$ cat config.mk
export PLATFORM = sky130hd
export DESIGN_NAME = muldiv_sched
export DESIGN_NICKNAME = d
export VERILOG_FILES = /design/src/rtl/muldiv_sched.sv
export SDC_FILE = /design/constraint.sdc
export NUM_CORES = 2
export LEC_CHECK = 0
export CAP_MARGIN = 40
export CORE_AREA = 2 2 305 307
export DETAILED_ROUTE_END_ITERATION = 8
export DIE_AREA = 0 0 307 309
export PLACE_DENSITY = 0.75
export SLEW_MARGIN = 40
export SYNTH_ARGS = -nofsm -noshare
export SYNTH_HDL_FRONTEND = slang
export SYNTH_SLANG_ARGS = --single-unit
$ cat constraint.sdc
create_clock -name clk -period 7.75 [get_ports clk]
set_input_delay 1.55 -clock clk [delete_from_list [all_inputs] [get_ports clk]]
set_output_delay 1.55 -clock clk [all_outputs]
set_load 0.05 [all_outputs]
$ cat src/rtl/muldiv_sched.sv
// HI/LO multi-cycle scheduler: registered 32x32 multiplier plus a 32-step radix-2 restoring divider.
// Optional MULDIV_DIV0_FAST_EN: a divide by zero skips the iterations and completes one cycle after accept.
module muldiv_sched (
   input  logic        clk,
   input  logic        rst,
   input  logic        start,
   input  logic [1:0]  op,
   input  logic [31:0] a,
   input  logic [31:0] b,
   input  logic        flush,
   output logic        stall,
   output logic        done,
   output logic        hilo_we,
   output logic [31:0] hi_out,
   output logic [31:0] lo_out
);

   typedef enum logic [1:0] {IDLE, MUL, DIV, DONE} state_t;

   state_t      state_q, state_d;
   logic [4:0]  cnt_q;
   logic [31:0] a_mag, b_mag, quo_q, rem_q;
   logic        q_neg_q, r_neg_q;

   logic        accept, is_signed, is_div, div0_fast;
   logic [31:0] a_abs, b_abs, rem_nx, quo_nx, rem_fix, quo_fix;
   logic [32:0] trial;
   logic [63:0] prod_mag, prod;

   assign accept    = (state_q == IDLE) && start && !flush;
   assign is_signed = !op[0];
   assign is_div    = op[1];
   assign a_abs     = (is_signed && a[31]) ? -a : a;
   assign b_abs     = (is_signed && b[31]) ? -b : b;

`ifdef MULDIV_DIV0_FAST_EN
   assign div0_fast = is_div && (b == 32'd0);
`else
   assign div0_fast = 1'b0;
`endif

   // Work on magnitudes; q_neg_q doubles as the product sign for MULT.
   assign prod_mag = {32'd0, a_mag} * {32'd0, b_mag};
   assign prod     = q_neg_q ? -prod_mag : prod_mag;

   // Restoring step: trial[32] is the borrow, i.e. partial remainder < divisor.
   assign trial = {rem_q, quo_q[31]} - {1'b0, b_mag};
   always_comb begin
      rem_nx = {rem_q[30:0], quo_q[31]};
      quo_nx = {quo_q[30:0], 1'b0};
      if (!trial[32]) begin
         rem_nx = trial[31:0];
         quo_nx = {quo_q[30:0], 1'b1};
      end
   end
   assign quo_fix = q_neg_q ? -quo_nx : quo_nx;
   assign rem_fix = r_neg_q ? -rem_nx : rem_nx;

   always_ff @(posedge clk or posedge rst) begin
      if (rst) state_q <= IDLE;
      else     state_q <= state_d;
   end

   always_comb begin
      state_d = state_q;
      case (state_q)
         IDLE: if (accept) state_d = is_div ? (div0_fast ? DONE : DIV) : MUL;
         MUL:  state_d = flush ? IDLE : DONE;
         DIV:  if (flush) state_d = IDLE;
               else if (cnt_q == 5'd31) state_d = DONE;
         DONE: state_d = IDLE;
         default: state_d = IDLE;
      endcase
   end

   // stall is gated by rst so it drops asynchronously even while start is still held.
   assign stall   = !rst && (accept || (state_q == MUL) || (state_q == DIV));
   assign done    = (state_q == DONE);
   assign hilo_we = done && !flush;

   always_ff @(posedge clk or posedge rst) begin
      if (rst) begin
         cnt_q   <= '0;
         a_mag   <= '0;
         b_mag   <= '0;
         quo_q   <= '0;
         rem_q   <= '0;
         q_neg_q <= 1'b0;
         r_neg_q <= 1'b0;
         hi_out  <= '0;
         lo_out  <= '0;
      end else begin
         case (state_q)
            IDLE: if (accept) begin
               a_mag   <= a_abs;
               b_mag   <= b_abs;
               quo_q   <= a_abs;
               rem_q   <= '0;
               cnt_q   <= '0;
               q_neg_q <= is_signed && (a[31] ^ b[31]);
               r_neg_q <= is_signed && a[31];
               if (div0_fast) begin
                  hi_out <= a;
                  lo_out <= (is_signed && a[31]) ? 32'h0000_0001 : 32'hFFFF_FFFF;
               end
            end
            MUL: if (!flush) {hi_out, lo_out} <= prod;
            DIV: if (!flush) begin
               rem_q <= rem_nx;
               quo_q <= quo_nx;
               cnt_q <= cnt_q + 5'd1;
               if (cnt_q == 5'd31) begin
                  hi_out <= rem_fix;
                  lo_out <= quo_fix;
               end
            end
            default: ;
         endcase
      end
   end

endmodule

==> out/results.ini <==
[global_route]
gr-usage-all-layers_pct = 37.7
wire_length_of_the_first_global_routing_pass_microns = 272000
met3_usage_pct = 8.27
largest_net_degree_at_the_start_of_global_routing = 99
globalRoute.busiestLayer = met2
global_route.overflow_total = 0
grtUsageMet1_pct = 52.3
first_global_vias = 46400
globalRouteMet2Util_pct = 56.8
antenna_violations_before_repair = 12

[floorplan]
die_area_sq_um = 94900
design.core.area_sq_um = 91400
floorplan.io_pins = 137
starting_density_pct = 54.8
fp.dieW_microns = 307
die-height_microns = 309
floorplan.rows = 111

[worst_hold_path]
hold_crit_path_type = reg -> reg

[worst_setup_path]
worst-endpoint-required_ps = 8220
timing.critical_path.arrival_ps = 9390
cpPeakStageDelay_ps = 560
worstReg2RegEnd = hi_out[9]$_DFFE_PP0P_
slack_of_the_worst_reg_to_reg_path_ps = -1170
crit_path_end_kind = flop
setup.worst_path.start_class = flop
criticalPathCategory = reg -> reg
crit_fanout = 5
setup.worst_path.end = hi_out[9]$_DFFE_PP0P_
worst_r2r_startpoint = a_mag[17]$_DFFE_PP0P_
critical_path.startpoint = a_mag[17]$_DFFE_PP0P_
critical_path.most_common_cell = fa_1
critical-path-slowest-cell = fa_1
worstRegToRegCells = 32

[routing]
ant_nets = 0
vias_per_inst = 5.91
drc_violation_count_after_routing = 0
drt_pass1_iterations = 6
avgRoutedWirePerCell_microns = 23.0
vias = 45600
initialDrtViolationCount = 4442
wirelength_microns = 177000

[clock_network]
clock_sinks = 201
cts_tree = done
ctsHtreeMaxLevel = 1
clockBufferDepth = 3
numCtsBuffers = 26
cts.reportedPaths.clkPinSlew_ps = 80
clk_latency_ps = 620
cts-root-buf = clkbuf_16
cts.hold.buffers_added = 0

[yosys]
synth_area_per_cell_sq_um = 8.52
yosys_register_bits = 201
post_synth_num_cell_types = 113
yosysWarnings = 0
synth-async-reset-ratio_pct = 100
edff_count_synth = 0
syn-num-nets = 7157
synth_area_leaders = fa_1 36%, dfrtp_1 10%, ha_1 7.7%, and2_1 7.3%, inv_1 7.2%
dominantRegCellSynth = dfrtp_1
synth.top_cell.area_share_pct = 35.8
synth_top_area_cell = fa_1
synth-seq-area-share_pct = 10.0
cell_count_after_synthesis = 5883
syn-cell-area_sq_um = 50100

[placed_design]
port-buffer-count = 136
final_hpwl_from_detailed_placement_microns = 145000
routabilityCongestion = 1.04
preCtsSetupSlack_ps = -1260

[timing]
slew_headroom_pct = 35.3
rsz0062_at_grt = true
finClkSkew_ps = 20.3
setup_viol = 47
clock.fmax_mhz = 112
final_max_slew_viol_count = 0
finalWorstSetupSlack_ps = -1170
min_period_ps = 8920
timing_worst_slew_pin_value_ps = 964
final.period_utilization_pct = 115
final_hold_viol_count = 0

[final_layout]
mostFrequentLayoutCell = inv_1
nNetsFinal = 7782
share_of_cells_above_drive_strength_1_pct = 19.4
area_overhead_of_the_layout_relative_to_synthesis_pct = 23.2
layout.cells.most_common_list = 944 x inv_1, 868 x fa_1, 785 x nand2_1, 702 x buf_4, 565 x and2_1
n_fill_cell = 7238

[status]
run_status = complete, but fails checks
violated_checks = negative setup slack

[run]
max_cap_violations = 0

metal layers:
| metal | part of all wire (%) | routed length (microns) |
|---|---|---|
| met1 | 40 | 70700 |
| met4 | 5.5 | 9800 |
| met3 | 11 | 20000 |
| met5 | 0.021 | 37 |
| met2 | 43 | 76600 |
worst min-delay path by stage:
stage / slack [ps] / end / depth (start not counted) / startpoint
global placement: 460 / cnt_q[4]$_DFFE_PP0P_ / 2 / cnt_q[4]$_DFFE_PP0P_
CTS: 490 / lo_out[7]$_DFFE_PP0P_ / 2 / lo_out[7]$_DFFE_PP0P_
detailed placement: 470 / hi_out[15]$_DFFE_PP0P_ / 2 / hi_out[15]$_DFFE_PP0P_
global route: 510 / lo_out[7]$_DFFE_PP0P_ / 2 / lo_out[7]$_DFFE_PP0P_
finish: 480 / hi_out[15]$_DFFE_PP0P_ / 2 / hi_out[15]$_DFFE_PP0P_
floorplan: 450 / cnt_q[4]$_DFFE_PP0P_ / 2 / cnt_q[4]$_DFFE_PP0P_
what timing repair did:
action,4_1_cts,5_1_grt
setup buffers,38,36
gates resized for setup,228,226
setup endpoints to repair,48,51
pin swaps,83,137
gates cloned,0,2
through the flow:
step | TNS, ps | hold WS, ps | cell area (sq um) | cells | utilization (%)
finish | -40150 | 480 | 61700 | 7715 | 67.6
global route | -49210 | 510 | 61700 | 7713 | 67.6
CTS | -35180 | 489 | 60500 | 7687 | 66.2
detailed placement | -43870 | 471 | 58300 | 7605 | 63.8
global placement | -42560 | 459 | 58200 | 7602 | 63.7
floorplan | -4630 | 445 | 50600 | 5883 | -
state kept, by name, summed over array words and instances, names as in the netlist:
name     flops
lo_out      32
cnt_q        5
rem_q       32
b_mag       32
state_q      2
hi_out      32
q_neg_q      1
a_mag       32
r_neg_q      1
quo_q       32
Yosys cell counts (8+ instances only):
master and n:
or4_1 17, nand2b_1 29, o21ai_1 18, a211oi_1 23
o21ai_0 314, a22o_1 8, ha_1 307, fa_1 897
o41ai_1 17, xnor2_1 115, a21oi_1 214, inv_1 957
and4_1 11, or2_2 13, o22ai_1 34, o21bai_1 12
dfrtp_1 201, nor2_1 235, o211ai_1 24, mux2i_1 45
and2_1 581, nand2_1 794, and3_1 14, a22oi_1 14
nor3_1 63, a31oi_1 23, a21o_1 36, nand3_1 41
o31ai_1 44, nand4_1 51, clkbuf_1 294, nor2b_1 12
o21a_1 21, buf_2 30, nor4_1 22, or3_1 30
xor2_1 107, buf_1 14
logic make-up (layout without fill, tap and decap cells):
family / after synthesis / after routing / synth area share (%)
and+or+nand+nor: 1969 / 1969 / 19.7
buffers and inverters: 1309 / 1952 / 10.0
adders and majority gates: 1204 / 1204 / 43.5
AOI/OAI and AO/OA: 924 / 924 / 11.8
xor gates and xnor gates: 222 / 222 / 3.88
DFF: 201 / 201 / 10.0
muxes: 54 / 54 / 1.12
other: 0 / 3 / 0
worst max-delay path: cells and delay by family, from the launching register on:
kind | cells | cell delay [ps]
compound gates | 4 | 570
xor+xnor | 2 | 380
fa+ha+maj | 9 | 4310
buf+inv | 10 | 1130
flops | 1 | 440
simple gates | 7 | 1920
layout make-up:
cell class | count | area (sq um) | share of cell area (%)
Antenna cell | 3 | 7.51 | 0.0122
Clock buffer | 32 | 693 | 1.12
Clock inverter | 14 | 183 | 0.296
Inverter | 959 | 3610 | 5.85
Multi-Input combinational cell | 4373 | 42200 | 68.4
Sequential cell | 201 | 5040 | 8.17
Tap cell | 1186 | 1480 | 2.40
Timing Repair Buffer | 947 | 8470 | 13.7
Power is left out: the tool's default activity adds up to more than one toggle a clock period on the data nets, which glitch-free logic cannot reach.
